<file path="src/rtl/sr_cmd_pkg.sv">
// Shared types and constants for the SR command generator: FSM states,
// simultaneous-event policy codes and the conflict counter width.
package sr_cmd_pkg;

  typedef enum logic [1:0] {
    IDLE    = 2'd0,
    ISSUE   = 2'd1,
    HOLDOFF = 2'd2
  } state_e;

  localparam int PRIO_RST  = 0;
  localparam int PRIO_SET  = 1;
  localparam int PRIO_DROP = 2;

  localparam int CONF_CNT_W = 8;

endpackage

</file>
<file path="src/rtl/sr_debounce.sv">
// One request channel: 2-flop synchroniser, stability counter, debounced
// level and a registered single-cycle pulse on each 0->1 level change.
module sr_debounce #(
  parameter int DB_CYCLES = 16,
  parameter int CNT_W     = 5
) (
  input  logic clk,
  input  logic reset,
  input  logic raw_i,
  output logic level_o,
  output logic rise_o
);

  localparam logic [CNT_W-1:0] CNT_LAST = CNT_W'(DB_CYCLES - 1);

  logic             sync1_q;
  logic             sync2_q;
  logic [CNT_W-1:0] cnt_q;
  logic [CNT_W-1:0] cnt_d;
  logic             level_q;
  logic             level_d;
  logic             level_prev_q;
  logic             rise_q;

  // Any agreement between sample and level restarts the stability run.
  always_comb begin
    cnt_d   = '0;
    level_d = level_q;
    if (sync2_q != level_q) begin
      if (cnt_q == CNT_LAST) begin
        level_d = ~level_q;
      end else begin
        cnt_d = cnt_q + CNT_W'(1);
      end
    end
  end

  always_ff @(posedge clk or negedge reset) begin
    if (!reset) begin
      sync1_q      <= 1'b0;
      sync2_q      <= 1'b0;
      cnt_q        <= '0;
      level_q      <= 1'b0;
      level_prev_q <= 1'b0;
      rise_q       <= 1'b0;
    end else begin
      sync1_q      <= raw_i;
      sync2_q      <= sync1_q;
      cnt_q        <= cnt_d;
      level_q      <= level_d;
      level_prev_q <= level_q;
      rise_q       <= level_q & ~level_prev_q;
    end
  end

  assign level_o = level_q;
  assign rise_o  = rise_q;

endmodule

</file>
<file path="src/rtl/sr_cmd_gen.sv">
// SR command generator: debounces set/reset requests and issues mutually
// exclusive one-cycle s_o/r_o pulses. Optional: SR_CMD_CONFLICT_CNT_EN adds conflict_cnt_o.
module sr_cmd_gen
  import sr_cmd_pkg::*;
#(
  parameter int DB_CYCLES = 16,
  parameter int CNT_W     = 5,
  parameter int PRIO      = 0
) (
  input  logic clk,
  input  logic reset,
  input  logic set_req_i,
  input  logic rst_req_i,
  output logic s_o,
  output logic r_o,
  output logic busy_o,
  output logic conflict_o
`ifdef SR_CMD_CONFLICT_CNT_EN
  ,
  output logic [CONF_CNT_W-1:0] conflict_cnt_o
`endif
);

  logic   set_lvl;
  logic   set_ev;
  logic   rst_lvl;
  logic   rst_ev;
  logic   both_ev;
  state_e state_q;
  logic   s_q;
  logic   r_q;
  logic   busy_q;
  logic   conf_q;

  sr_debounce #(
    .DB_CYCLES(DB_CYCLES),
    .CNT_W    (CNT_W)
  ) u_set_db (
    .clk    (clk),
    .reset  (reset),
    .raw_i  (set_req_i),
    .level_o(set_lvl),
    .rise_o (set_ev)
  );

  sr_debounce #(
    .DB_CYCLES(DB_CYCLES),
    .CNT_W    (CNT_W)
  ) u_rst_db (
    .clk    (clk),
    .reset  (reset),
    .raw_i  (rst_req_i),
    .level_o(rst_lvl),
    .rise_o (rst_ev)
  );

  assign both_ev = set_ev & rst_ev;

  always_ff @(posedge clk or negedge reset) begin
    if (!reset) begin
      state_q <= IDLE;
      s_q     <= 1'b0;
      r_q     <= 1'b0;
      busy_q  <= 1'b0;
      conf_q  <= 1'b0;
    end else begin
      s_q    <= 1'b0;
      r_q    <= 1'b0;
      conf_q <= 1'b0;
      case (state_q)
        IDLE: begin
          if (set_ev || rst_ev) begin
            state_q <= ISSUE;
            busy_q  <= 1'b1;
            if (both_ev) begin
              // Drop policy still enters ISSUE so holdoff applies uniformly.
              conf_q <= 1'b1;
              if (PRIO == PRIO_SET) begin
                s_q <= 1'b1;
              end else if (PRIO == PRIO_RST) begin
                r_q <= 1'b1;
              end
            end else begin
              s_q <= set_ev;
              r_q <= rst_ev;
            end
          end
        end
        ISSUE: begin
          state_q <= HOLDOFF;
          busy_q  <= 1'b1;
        end
        HOLDOFF: begin
          if (!set_lvl && !rst_lvl) begin
            state_q <= IDLE;
            busy_q  <= 1'b0;
          end
        end
        default: begin
          state_q <= IDLE;
          busy_q  <= 1'b0;
        end
      endcase
    end
  end

  assign s_o        = s_q;
  assign r_o        = r_q;
  assign busy_o     = busy_q;
  assign conflict_o = conf_q;

`ifdef SR_CMD_CONFLICT_CNT_EN
  logic [CONF_CNT_W-1:0] conf_cnt_q;
  logic [CONF_CNT_W-1:0] conf_cnt_d;

  // Counts in step with conflict_o and sticks at all-ones.
  always_comb begin
    conf_cnt_d = conf_cnt_q;
    if ((state_q == IDLE) && both_ev && (conf_cnt_q != '1)) begin
      conf_cnt_d = conf_cnt_q + CONF_CNT_W'(1);
    end
  end

  always_ff @(posedge clk or negedge reset) begin
    if (!reset) begin
      conf_cnt_q <= '0;
    end else begin
      conf_cnt_q <= conf_cnt_d;
    end
  end

  assign conflict_cnt_o = conf_cnt_q;
`endif

endmodule

</file>
<file path="config.mk">
export PLATFORM = sky130hd
export DESIGN_NAME = sr_cmd_gen
export DESIGN_NICKNAME = d
export VERILOG_FILES = /design/src/rtl/sr_cmd_pkg.sv /design/src/rtl/sr_debounce.sv /design/src/rtl/sr_cmd_gen.sv
export SDC_FILE = /design/constraint.sdc
export NUM_CORES = 1
export LEC_CHECK = 0
export CAP_MARGIN = 20
export CORE_ASPECT_RATIO = 1.2
export CORE_MARGIN = 3
export CORE_UTILIZATION = 25
export CTS_CLUSTER_DIAMETER = 200
export CTS_CLUSTER_SIZE = 30
export DETAILED_ROUTE_END_ITERATION = 6
export SYNTH_ARGS = -nofsm -noshare
export SYNTH_HDL_FRONTEND = slang
export SYNTH_SLANG_ARGS = --single-unit
</file>
<file path="constraint.sdc">
create_clock -name clk -period 1.32 [get_ports clk]
set_clock_uncertainty 0.1 [all_clocks]
set_input_delay 0.198 -clock clk [delete_from_list [all_inputs] [get_ports clk]]
set_output_delay 0.198 -clock clk [all_outputs]
set_load 0.01 [all_outputs]
</file>
# Word-level counts from Yosys, hierarchy flattened
# Index checks and enable logic that the tools add are counted.
# Widths: inputs -> output; s select.
totals:
  regBits: 26
  inputBits: 4
classes:
  add_sub_neg: 2
  eq_ne: 8
  muxes: 19
  n_bitwise: 7
  reduce_logical: 8
ops:
  columns: ["cell", "n"]
  rows:
  - ["$mux 5", 4]
  - ["$mux 1", 11]
  - ["$add 5x1->5 const B", 2]
  - ["$eq 5x4->1 const B", 2]
  - ["$pmux 2 s3", 1]
  - ["$reduce_and 2->1", 3]
  - ["$mux 2", 2]
  - ["$ne 2x2->1 const B", 2]
  - ["$not 1->1", 4]
  - ["$and 1x1->1", 3]
  - ["$pmux 1 s3", 1]
  - ["$eq 2x1->1 const B", 1]
  - ["$eq 2x2->1 const B", 1]
  - ["$logic_not 1->1", 2]
  - ["$logic_not 2->1", 1]
  - ["$ne 1x1->1", 2]
  - ["$logic_and 1x1->1", 1]
  - ["$logic_or 1x1->1", 1]

# Longest topological paths before layout
# Gate-level depths: netlist of run 1.
logic_depth:
  ltp_word: 4
  mapped_depth: 4
  ltp_nobuf: 4

# By module
# From an unflattened synthesis of run 1, not the netlist that was laid out.
unflattened:
  cells_unflattened: 69
  area_unflattened_um2: 957.2
by_module_without_submodules:
  columns: ["mod", "n_inst", "cells_each", "area_each_um2", "seq_area_each_um2"]
  rows:
  - ["sr_debounce", 2, 26, 365.4, 250.2]
  - ["sr_cmd_gen", 1, 17, 226.5, 150.1]

# Least setup slack after synthesis of run 1
# Ideal clock, no wire load.
synth_timing:
  path_kind: "register to register"
  start: "register u_set_db.cnt_q[0]"
  end: "register u_set_db.level_q, in the netlist u_set_db.level_o"
  setup_time_ns: 0.127
  t_arrival_ns: 1.040
  required_time_ns: 1.093
  path_slack_ns: 0.053
  path_stages_with_launch: 5
  n_path_buf: 0
  synth_period_minus_slack_ns: 1.267
  cell_sequence: "dfrtp_1 -> ha_1 -> nand3_2 -> nor2_1 -> mux2_1"
synth_between:
  elab_chain_cells: 2
synth_lines:
  columns: ["element", "line_no", "source"]
  rows:
  - ["start: declaration", "sr_debounce.sv:18", "logic [CNT_W-1:0] cnt_q;"]
  - ["start signal: assignment", "sr_debounce.sv:49", "cnt_q <= cnt_d;"]
  - ["$eq 5x4->1", "sr_debounce.sv:30", "if (cnt_q == CNT_LAST) begin"]
  - ["$reduce_and 2->1 (no source line)", null, null]
  - ["end signal: assignment", "sr_debounce.sv:50", "level_q <= level_d;"]
  - ["end: declaration", "sr_debounce.sv:20", "logic level_q;"]
# No other way between the ends.
# A chain may end at the register's enable or synchronous reset.

# Final worst setup path of run 1
# Same ends and word-level chain as after synthesis.

==> metrics.md, run 1 <==
| Metric | Value |
|---|---|
| Status | complete, no violations |
| Post-synthesis instance area | approximately 950 um2 |
| Launching element type of the critical path | register |
| Share of power burned in registers | 0.588 |
| Largest registers in the final layout | u_rst_db.cnt_q: 5 flops, u_set_db.cnt_q: 5 flops, state_q: 2 flops |
| Lkg Pwr | a little over 0.6 nW |
| RSZ-0062 raised after global routing | true |
| Minimum setup slack after placement | -18.5 ps |
| Vias per cell | a little under 4 |
| Origin of the critical flop-to-flop path | u_set_db.cnt_q[0] |
| Num Clock Sinks | 26 |
| Critical path destination | u_set_db.level_o |
| Distinct cells, synth | 19 |
| Post-route cell area | about 0.0012 mm2 |
| Worst supply voltage drop on vdd | between 0.4 and 0.5 mV |
| Clock network fraction of design power | 0.346 |
| Worst-case register-to-register setup slack | 20 ps |
| Global route overflow | 0 |
| GRT Total Usage | 0.0651 |
| Number of buffers added by the clock tree synthesis step | 3 |
| Switching portion of total power | 0.200 |
| Growth of design area from synthesis to finish | 27.7% |
| Worst R2R End | u_set_db.level_o |
| Initial DRC count | 14 |
| Max-capacitance violation count | 0 |
| Worst slew margin | 0.796 |
| Maximum number of pins on one net before global-route repair | 27 |
| Min-Delay Path Class | in -> async |
| Global placer's final weighted congestion | approximately 0.66 |
| Number of buffers on the longest clock path | 2 |
| Depth of the worst register-to-register path | 4 |
| Slew at the pin closest to its max-slew limit | 301 ps |
| NetSw | 0.000284 W |
| Overall routed net length | between 1000 and 1500 um |
| TritonRoute pass-1 iters | 2 |
| Crit path max fanout | 3 |
| Wire length of the first global-routing pass | between 2000 and 2500 um |
| Type of destination of the critical path | register |
| Arrival time at the worst endpoint | 1350 ps |
| Mean area per synthesized cell | 13.7 um2 |
| CTS tree | yes |
| Final setup violation count | 0 |
| Final worst path period share | 0.984 |
| Post-layout nets | 94 |
| Total of buffers placed on input and output ports | 7 |
| Final slew viol count | 0 |
| Final hold slack | 179 ps |
| Int Pwr | around 0.0011 W |
| Post-synthesis cell count | just under 70 |
| Maximum clock rate | just under 800 MHz |
| Vias in the first global route | ~580 |
| Critical path origin | u_set_db.cnt_q[0] |
| Power share of the combinational group | 0.066 |
| Synthesis warning total | 0 |
| Number of placement rows | 23 |
| Post-synthesis sequential area ratio | 0.686 |
| Count of vias placed by the detailed router | between 500 and 600 |
| Data required time of the worst path | 1370 ps |
| Time the final worst path needs with I/O delays and setup | approximately 1300 ps |
| Yosys reg bits | 26 |
| Antenna violations before repair | 0 |
| Syn nets | 75 |
| Clock Latency Late Sink | around 260 ps |
| DRC violations left | 0 |
| Top-Level Pins | 8 |
| Initial standard-cell utilization of the core | 0.272 |
| N_diodes | 0 |
| CP Class | reg -> reg |
| Placed Instance Area | about 0.0011 mm2 |
| Fill cells | between 300 and 400 |
| Master cell of the clock root buffer | clkbuf_8 |
| Post-route ant nets | 0 |
| Horizontal die dimension | around 62 um |
| Core region area | 0.00348 mm2 |
| Pwr dens | ~1200 mW/mm2 |
| Avg WL per Cell | around 9.2 um |
| Clock input transition at the sequential cells of the worst setup and hold paths | 80 ps |
| Detail Placement HPWL | between 900 and 1000 um |
| Fraction of final layout cells sized beyond drive strength 1 | 0.241 |
| Die height | 73.5 um |
| Level count of the clock H-tree | 1 |
| Post-route worst setup slack | between 20 and 25 ps |
| DIE AREA | 0.00457 mm2 |
| Final count of hold timing violations | 0 |
stage by stage:
stage                     instances  power, W  utilization  setup TNS, ps
after floorplan                  69  0.000883            -              0
after global placement          129  0.000929        0.321              0
after detailed placement        129  0.000934        0.321          -18.5
after CTS                       134   0.00144        0.338              0
after global routing            137   0.00150        0.348          -87.6
final                           137   0.00142        0.348              0
worst min-delay path by stage:
| stage | startpoint | to | slack [ps] | cells after the start |
|---|---|---|---|---|
| 6_report | reset | u_set_db.cnt_q[2] | 180 | 2 |
| 5_1_grt | reset | u_rst_db.sync1_q | 180 | 2 |
| 4_1_cts | reset | u_rst_db.sync1_q | 180 | 2 |
| 3_5_place_dp | u_rst_db.sync1_q | u_rst_db.sync2_q | 230 | 0 |
| 3_3_place_gp | u_rst_db.sync1_q | u_rst_db.sync2_q | 230 | 0 |
| 2_1_floorplan | reset | busy_o | -200 | 0 |
layout make-up:
cell class                      count  area (um2)  area share
Sequential cell                    26         651       0.537
Multi-Input combinational cell     41         305       0.252
Timing Repair Buffer               14         130       0.107
Tap cell                           50        62.6      0.0517
Clock buffer                        4        55.1      0.0455
Inverter                            2        7.51     0.00620
synth_stat cells:
cell type / count / area (um2)
dfrtp_1: 26 / 651
nor2_1: 9 / 33.8
xor2_1: 6 / 52.6
and2_1: 3 / 18.8
and3_1: 3 / 18.8
ha_1: 2 / 25.0
inv_1: 2 / 7.51
mux2_1: 2 / 22.5
nand3_1: 2 / 10.0
nand3_2: 2 / 20.0
nor2_2: 2 / 12.5
nor2b_1: 2 / 12.5
o21ai_2: 2 / 17.5
mux2_2: 1 / 11.3
nor3_1: 1 / 5.00
nor4b_1: 1 / 8.76
o21a_1: 1 / 7.51
o21ai_1: 1 / 5.00
o2bb2ai_1: 1 / 8.76
power by group through the flow:
stage,Clock [W],Sequential (W),Combinational (W)
finish,0.000491,0.000836,0.0000935
global route,0.000558,0.000840,0.000107
CTS,0.000515,0.000835,0.0000848
detailed placement,0,0.000851,0.0000824
global placement,0,0.000850,0.0000792
floorplan,0,0.000850,0.0000328
metal layers:
metal	vias to the layer above	GRT usage	part of all wire
met5	-	0	0
met4	0	0.0369	0.0079
met3	2	0.0214	0.035
met2	7	0.115	0.52
met1	263	0.0691	0.44
li1	261	-	-
critical path, stage by stage (launching register included):
cell	delay, ps
dfrtp_1	370
ha_2	220
nand3_4	90
nor2_2	90
mux2_1	310
cell usage in the layout (no fill, tap or decap):
master,Yosys,routed
nand3_2,2,1
o21ai_1,1,1
nor2b_1,2,2
o21a_1,1,1
nor2_2,2,3
mux2_1,2,2
dfrtp_1,26,26
and3_1,3,3
nor4b_1,1,1
nor3_1,1,1
xor2_1,6,6
nor2_1,9,8
ha_2,0,2
nand3_4,0,1
inv_1,2,2
mux2_2,1,1
and2_1,3,3
clkbuf_8,0,4
dlygate4sd2_1,0,4
buf_4,0,6
buf_12,0,1
nand3_1,2,2
o2bb2ai_1,1,1
o21ai_2,2,2
clkdlybuf4s50_1,0,3
kinds of logic after synthesis:
family / Yosys count / synth area share
XOR/XNOR: 6 / 0.0554
multiplexers: 3 / 0.0356
flip-flops: 26 / 0.686
AO/OA/AOI/OAI: 5 / 0.0409
buffers and inverters: 2 / 0.00792
adder cells (fa/ha/maj): 2 / 0.0264
AND/OR/NAND/NOR: 25 / 0.148
repair_timing:
item | 4_1_cts | 5_1_grt
pin swaps | 1 | 2
hold buffers | 0 | 0
setup endpoints to repair | 5 | 2
buffers inserted | 1 | 3
gates resized for setup | 5 | 3
No activity file was read; power rests on OpenSTA's default activity.
==> inputs of run 2 (changes only) <==
--- a/config.mk
+++ b/config.mk
@@ -14,4 +14,5 @@
 export DETAILED_ROUTE_END_ITERATION = 6
 export SYNTH_ARGS = -nofsm -noshare
 export SYNTH_HDL_FRONTEND = slang
+export SYNTH_HIERARCHICAL = 1
 export SYNTH_SLANG_ARGS = --single-unit
==> run 2 against run 1 <==
  * Routed wire length rose by 14%
  * Clock power grew 0.8%
  * Final area increased by 2.9%
  * Core utilization decreased by 0.77 points
  * Hold slack got worse by 10 ps
  * Critical path depth unchanged
  * Critical endpoint is now u_rst_db/level_o
  * Highest routed layer unchanged
==> metrics.md, run 2 <==
| Metric | Value |
|---|---|
| Fill cells | 375 (+7.1%) |
| Synth top cells by count | dfrtp_1 (26), nor2_1 (8), xor2_1 (6), and2_1 (3) |
| Non-Filler Instances | 139 (+1.5%) |
| Sequential cell area | 651 um2 (unchanged) |
| Growth of design area from synthesis to finish | 30.2% |
| Time the final worst path needs with I/O delays and setup | 1290 ps (-10.4 ps) |
| Final count of hold timing violations | 0 (unchanged) |
| Int Pwr | 0.00113 W (-0.46%) |
| N_diodes | 0 (unchanged) |
| Top cell type's share of synthesized area | 0.680 (-0.00628) |
| Global placer's final weighted congestion | 0.738 (+13%) |
| Synthesis warning total | 6 (+6) |
| Die height | 73.8 um (+0.42%) |
| Largest stage delay on the critical path | 360 ps (about the same) |
| Avg WL per Cell | 10.3 um (+12%) |
| Fraction of final layout cells sized beyond drive strength 1 | 0.287 (+0.0460) |
| Share of async-settable or async-resettable flops after synthesis | 1.00 (unchanged) |
| Final setup violation count | 0 (unchanged) |
| DIE AREA | 0.00461 mm2 (+0.84%) |
| Number of buffers added by the clock tree synthesis step | 3 (unchanged) |
| Pwr dens | 1140 mW/mm2 (-2.9%) |
| Top-Level Pins | 8 (unchanged) |
| Lkg Pwr | 0.606 nW (-1.5%) |
| Kind of cell adding the most delay to the critical path | flip-flops |
| Post-route ant nets | 0 (unchanged) |
| Wire length of the first global-routing pass | 2530 um (+8.3%) |
| Clock input transition at the sequential cells of the worst setup and hold paths | 80 ps (about the same) |
| Number of placement rows | 24 (+4.3%) |
| Syn nets | 75 (unchanged) |
| Type of destination of the critical path | register |
| Biggest area contributors in the synthesized netlist | dfrtp_1 (68%), xor2_1 (5.5%), nor2_1 (3.1%), ha_1 (2.6%), mux2_1 (2.4%) |
| Worst supply voltage drop on vdd | 0.471 mV (-3.4%) |
| Slowest cell on the critical path | dfrtp_1 |
| Min-Delay Path Class | in -> async |
| Most used cells in the layout excluding fill and tap cells | dfrtp_1 (26), nor2_1 (6), xor2_1 (6), buf_4 (6) |
| DRC violations left | 0 (unchanged) |
| Clock network fraction of design power | 0.349 (+0.003) |
| Number of buffers inserted for hold repair after clock tree synthesis | 0 (unchanged) |
| Crit path max fanout | 2 (-1) |
| Mean area per synthesized cell | 13.9 um2 (+0.92%) |
| Overall routed net length | 1430 um (+14%) |
| CP Class | reg -> reg |
| Data required time of the worst path | 1370 ps (about the same) |
| Post-route worst setup slack | 31.2 ps (+10.4 ps) |
| Detail Placement HPWL | 972 um (+6.5%) |
| Distinct cells, synth | 20 (+1) |
| Arrival time at the worst endpoint | 1340 ps (about the same) |
| Most common cell after layout, fill and taps aside | dfrtp_1 |
| Cell chain of the critical path | ha_2 > nand3_4 > nor2_4 > mux2_4 |
| Multi-input gate area | 338 um2 (+11%) |
| Post-synthesis instance area | 957 um2 (+0.92%) |
| Buffering stage count on the worst path with inverters included | 0 (unchanged) |
| Total instance count after detailed placement | 130 (+0.78%) |
| Master cell of the clock root buffer | clkbuf_8 |
| Final cell utilization of the core | 0.340 (-0.00766) |
| Yosys reg bits | 26 (unchanged) |
| Number of enable-type register cells in the synthesized netlist | 0 (unchanged) |
| Num Clock Sinks | 26 (unchanged) |
| Horizontal die dimension | 62.5 um (+0.42%) |
| Core region area | 0.00366 mm2 (+5.2%) |
| Vias in the first global route | 601 (+2.9%) |
| Worst slew margin | 0.817 (+0.0201) |
| Launching element type of the critical path | register |
| Antenna violations before repair | 0 (unchanged) |
| Dominant cell by count in the synthesized netlist | dfrtp_1 |
| Switching portion of total power | 0.203 (+0.00335) |
| Count of vias placed by the detailed router | 548 (+2.8%) |
| Minimum setup slack after placement | -18.3 ps (+0.124 ps) |
| GRT Total Usage | 0.0716 (+0.00652) |
| RSZ-0062 raised after global routing | true |
| CTS tree | yes |
| Final hold slack | 169 ps (-10.3 ps) |
| Maximum clock rate | 776 MHz (+0.80%) |
| Total of buffers placed on input and output ports | 7 (unchanged) |
| Vias per cell | 3.94 (+1.3%) |
| Clock Latency Late Sink | 270 ps (about the same) |
| Global route overflow | 0 (unchanged) |
| TritonRoute pass-1 iters | 2 (unchanged) |
| Cell type contributing the most total cell area after synthesis | dfrtp_1 |
| Post-synthesis cell count | 69 (unchanged) |
| Max-capacitance violation count | 0 (unchanged) |
| Largest registers in the final layout | u_rst_db/cnt_q: 5 flops, u_set_db/cnt_q: 5 flops, state_q: 2 flops |
| Post-synthesis sequential area ratio | 0.680 (-0.00628) |
| Final slew viol count | 0 (unchanged) |
| Number of buffers on the longest clock path | 2 (unchanged) |
| Share of power burned in registers | 0.589 (about the same) |
| Maximum number of pins on one net before global-route repair | 27 (unchanged) |
| Post-layout nets | 94 (unchanged) |
| Initial DRC count | 17 (+3) |
| Level count of the clock H-tree | 1 (unchanged) |
| Final worst path period share | 0.976 (-0.00785) |
| NetSw | 0.000289 W (+1.6%) |
| Leading register cell type out of synthesis | dfrtp_1 |
| Placed Instance Area | 0.00112 mm2 (+0.34%) |
| Slew at the pin closest to its max-slew limit | 274 ps (-26.8 ps) |
| Power share of the combinational group | 0.062 (-0.004) |
| Status | complete, no violations |
| Initial standard-cell utilization of the core | 0.261 (-0.0111) |
| Post-route cell area | 0.00125 mm2 (+2.9%) |
==> run 2: cell types whose count changed in the layout (fill, tap and decap cells not counted), moves of 2 or more <==
cell     delta
and3_1      -2
and3_2      +2
nor2_1      -2
nor2_4      +2
o21ai_0     +2
==> run 2: cell families after synthesis <==
family                   after synthesis  share of synthesized area
adder cells (fa/ha/maj)                2                     0.0261
buffers and inverters                  2                    0.00785
AND/OR/NAND/NOR                       24                      0.152
flip-flops                            26                      0.680
multiplexers                           3                     0.0340
AO/OA/AOI/OAI                          6                     0.0458
XOR/XNOR                               6                     0.0549
==> run 2: cell type report <==
cell class / count / share of cell area
Sequential cell: 26 / 0.522
Multi-Input combinational cell: 41 / 0.271
Timing Repair Buffer: 14 / 0.104
Tap cell: 52 / 0.0522
Clock buffer: 4 / 0.0442
Inverter: 2 / 0.00602
==> run 2: final timing paths <==
path                                   start           endpoint  slack, ps  depth (start not counted)
max                        u_rst_db/cnt_q[1]   u_rst_db/level_o         30                          4
min                                    reset         conflict_o        170                          2
max reg2reg                u_rst_db/cnt_q[1]   u_rst_db/level_o         30                          4
min reg2reg                 u_rst_db/sync1_q   u_rst_db/sync2_q        250                          0
max in group asynchronous              reset  u_set_db/cnt_q[1]        800                          2
min in group clk            u_rst_db/sync1_q   u_rst_db/sync2_q        250                          0
==> run 2: worst register-to-register path, stage by stage (launching register included) <==
cell	delay [ps]
dfrtp_1	360
ha_2	220
nand3_4	90
nor2_4	110
mux2_4	300
==> run 2: stage by stage <==
stage | TNS [ps] | total power [W]
3_3_place_gp | 0 | 0.000927
2_1_floorplan | 0 | 0.000883
3_5_place_dp | -18.3 | 0.000933
5_1_grt | -22.5 | 0.00150
4_1_cts | 0 | 0.00144
6_report | 0 | 0.00142
==> run 2: layer usage <==
metal | share of wire | GRT usage | vias to the layer above
li1 | - | - | 263
met2 | 0.55 | 0.133 | 11
met1 | 0.39 | 0.0694 | 272
met5 | 0 | 0 | -
met4 | 0.010 | 0.0294 | 0
met3 | 0.054 | 0.0321 | 2
==> run 2: what timing repair did <==
item	4_1_cts	5_1_grt
buffers inserted	2	3
hold endpoints to repair	0	0
endpoints found under the setup margin	6	2
pin swaps	2	4
resized for setup	7	6
==> run 2: power by group through the flow <==
stage / clock network [W] / registers, W / logic, W
floorplan: 0 / 0.000850 / 0.0000325
global placement: 0 / 0.000850 / 0.0000766
detailed placement: 0 / 0.000852 / 0.0000809
CTS: 0.000523 / 0.000836 / 0.0000856
global route: 0.000560 / 0.000841 / 0.000101
finish: 0.000495 / 0.000837 / 0.0000878
==> inputs of run 3 (changes only) <==
--- a/config.mk
+++ b/config.mk
@@ -12,6 +12,7 @@
 export CTS_CLUSTER_DIAMETER = 200
 export CTS_CLUSTER_SIZE = 30
 export DETAILED_ROUTE_END_ITERATION = 6
+export PLACE_DENSITY = 0.51
 export SYNTH_ARGS = -nofsm -noshare
 export SYNTH_HDL_FRONTEND = slang
 export SYNTH_HIERARCHICAL = 1
==> run 3 against run 2 <==
  * Count of clock-buffer cells in the layout unchanged
  * Global-route usage fell by 0.21 points
  * Die area did not move
  * Sequential cell count unchanged
  * Maximum frequency shrank 1.3%
==> metrics.md, run 3 (synthesized netlist as in run 2, its figures left out) <==
| Metric | Value |
|---|---|
| Horizontal die dimension | 62.5 um (unchanged) |
| Origin of the critical flop-to-flop path | u_set_db/cnt_q[1] |
| Global placer's final weighted congestion | 0.665 (-10%) |
| Overall routed net length | 1320 um (-7.7%) |
| Worst-case register-to-register setup slack | 10 ps (-20 ps) |
| TritonRoute pass-1 iters | 2 (unchanged) |
| Depth of the worst register-to-register path | 4 (unchanged) |
| RSZ-0062 raised after global routing | true |
| Vias per cell | 3.79 (-3.9%) |
| Clock input transition at the sequential cells of the worst setup and hold paths | 90 ps (about the same) |
| Level count of the clock H-tree | 1 (unchanged) |
| Time the final worst path needs with I/O delays and setup | 1310 ps (+17.4 ps) |
| Clock network fraction of design power | 0.349 (about the same) |
| NetSw | 0.000287 W (-0.55%) |
| Initial DRC count | 39 (+22) |
| Total of buffers placed on input and output ports | 7 (unchanged) |
| DRC violations left | 0 (unchanged) |
| Min-Delay Path Class | in -> async |
| Most common cell after layout, fill and taps aside | dfrtp_1 |
| Arrival time at the worst endpoint | 1360 ps (+20 ps) |
| Avg WL per Cell | 9.56 um (-7.0%) |
| Global route overflow | 0 (unchanged) |
| Final hold slack | 182 ps (+12.7 ps) |
| Growth of design area from synthesis to finish | 28.2% |
| Int Pwr | 0.00113 W (+0.14%) |
| Worst R2R End | u_set_db/level_o |
| Pwr dens | 1160 mW/mm2 (+1.5%) |
| DIE AREA | 0.00461 mm2 (unchanged) |
| Final slew viol count | 0 (unchanged) |
| Slew at the pin closest to its max-slew limit | 249 ps (-25.0 ps) |
| GRT Total Usage | 0.0695 (-0.00209) |
| Share of power burned in registers | 0.589 (about the same) |
| Top-Level Pins | 8 (unchanged) |
| Worst slew margin | 0.833 (+0.0167) |
| Final setup violation count | 0 (unchanged) |
| Core region area | 0.00366 mm2 (unchanged) |
| CP Class | reg -> reg |
| Data required time of the worst path | 1380 ps (about the same) |
| Antenna violations before repair | 0 (unchanged) |
| Launching element type of the critical path | register |
| Post-route ant nets | 0 (unchanged) |
| Status | complete, no violations |
| Cell chain of the critical path | ha_2 > nand3_4 > nor2_4 > mux2_4 |
| CTS tree | yes |
| Num Clock Sinks | 26 (unchanged) |
| Minimum setup slack after placement | 7.26 ps (+25.6 ps) |
| Slowest cell on the critical path | dfrtp_1 |
| Final worst path period share | 0.990 (+0.0132) |
| Detail Placement HPWL | 902 um (-7.2%) |
| Largest stage delay on the critical path | 370 ps (about the same) |
| Wire length of the first global-routing pass | 2470 um (-2.4%) |
| Number of buffers added by the clock tree synthesis step | 3 (unchanged) |
| Clock Latency Late Sink | 260 ps (about the same) |
| N_diodes | 0 (unchanged) |
| Non-Filler Instances | 138 (-0.72%) |
| Post-route worst setup slack | 13.8 ps (-17.4 ps) |
| Initial standard-cell utilization of the core | 0.261 (unchanged) |
| Vias in the first global route | 556 (-7.5%) |
| Largest registers in the final layout | u_rst_db/cnt_q: 5 flops, u_set_db/cnt_q: 5 flops, state_q: 2 flops |
| Crit path max fanout | 3 (+1) |
| Maximum number of pins on one net before global-route repair | 27 (unchanged) |
| Power share of the combinational group | 0.062 (about the same) |
| Master cell of the clock root buffer | clkbuf_8 |
| Fraction of final layout cells sized beyond drive strength 1 | 0.267 (-0.0199) |
| Post-layout nets | 93 (-1.1%) |
| Switching portion of total power | 0.202 (-0.00112) |
| Sum of internal, switching and leakage power | 0.00142 W (about the same) |
| Final count of hold timing violations | 0 (unchanged) |
| Die height | 73.8 um (unchanged) |
| Most used cells in the layout excluding fill and tap cells | dfrtp_1 (26), nor2_1 (7), xor2_1 (6) |
| Type of destination of the critical path | register |
| Max-capacitance violation count | 0 (unchanged) |
| Worst supply voltage drop on vdd | 0.287 mV (-39%) |
| Total instance count after detailed placement | 132 (+1.5%) |
| Number of placement rows | 24 (unchanged) |
| Lkg Pwr | 0.603 nW (-0.50%) |
| Count of vias placed by the detailed router | 523 (-4.6%) |
| Maximum clock rate | 766 MHz (-1.3%) |
| Number of buffers on the longest clock path | 2 (unchanged) |
-- run 3: cell count changes in the layout (fill, tap and decap cells not counted), sizes merged --
cell  before  now
buf        7    6
-- run 3: how the worst max path moves through the flow --
stage | from | to | cells past startpoint
3_3_place_gp | u_rst_db/cnt_q[0] | u_rst_db/level_o | 4
3_5_place_dp | u_rst_db/cnt_q[0] | u_rst_db/level_o | 4
5_1_grt | u_set_db/cnt_q[1] | u_set_db/level_o | 4
2_1_floorplan | u_rst_db/cnt_q[0] | u_rst_db/level_o | 4
6_report | u_set_db/cnt_q[1] | u_set_db/level_o | 4
4_1_cts | u_rst_db/cnt_q[0] | u_rst_db/level_o | 4
-- run 3: per-layer routing --
| metal | vias up | share of wire | track usage |
|---|---|---|---|
| met2 | 8 | 0.47 | 0.104 |
| met3 | 2 | 0.051 | 0.0199 |
| met5 | - | 0 | 0 |
| li1 | 261 | - | - |
| met4 | 0 | 0.017 | 0.0515 |
| met1 | 252 | 0.46 | 0.0853 |
-- run 3: final cells by class --
class	count	area [um2]
inverters	2	7.51
clock buffers	4	55.1
well taps	52	65.1
fillers	390	2440
repair buffers	13	126
flip-flops and latches	26	651
multi-input cells	41	323
-- run 3: through the flow --
step | util | setup TNS (ps) | instance area, um2
finish | 0.335 | 0 | 1230
CTS | 0.324 | 0 | 1190
floorplan | - | 0 | 957
global placement | 0.310 | 0 | 1130
detailed placement | 0.310 | 0 | 1130
global route | 0.335 | -62.5 | 1230
-- run 3: power groups by stage --
stage / clock (W) / combinational [W] / sequential (W)
global placement: 0 / 0.0000800 / 0.000850
finish: 0.000495 / 0.0000887 / 0.000836
CTS: 0.000522 / 0.0000812 / 0.000836
global route: 0.000558 / 0.000103 / 0.000840
detailed placement: 0 / 0.0000828 / 0.000851
floorplan: 0 / 0.0000325 / 0.000850
-- run 3: timing repair --
item,CTS,global route
endpoints found under the setup margin,5,5
pin swaps,0,2
resized for setup,5,6
buffers inserted,0,3
hold buffers,0,0
-- run 3: critical path: cells and delay by family (launching register included) --
family | cells | cell delay [ps]
multiplexers | 1 | 300
flip-flops | 1 | 370
adder cells (fa/ha/maj) | 1 | 220
AND/OR/NAND/NOR | 2 | 220
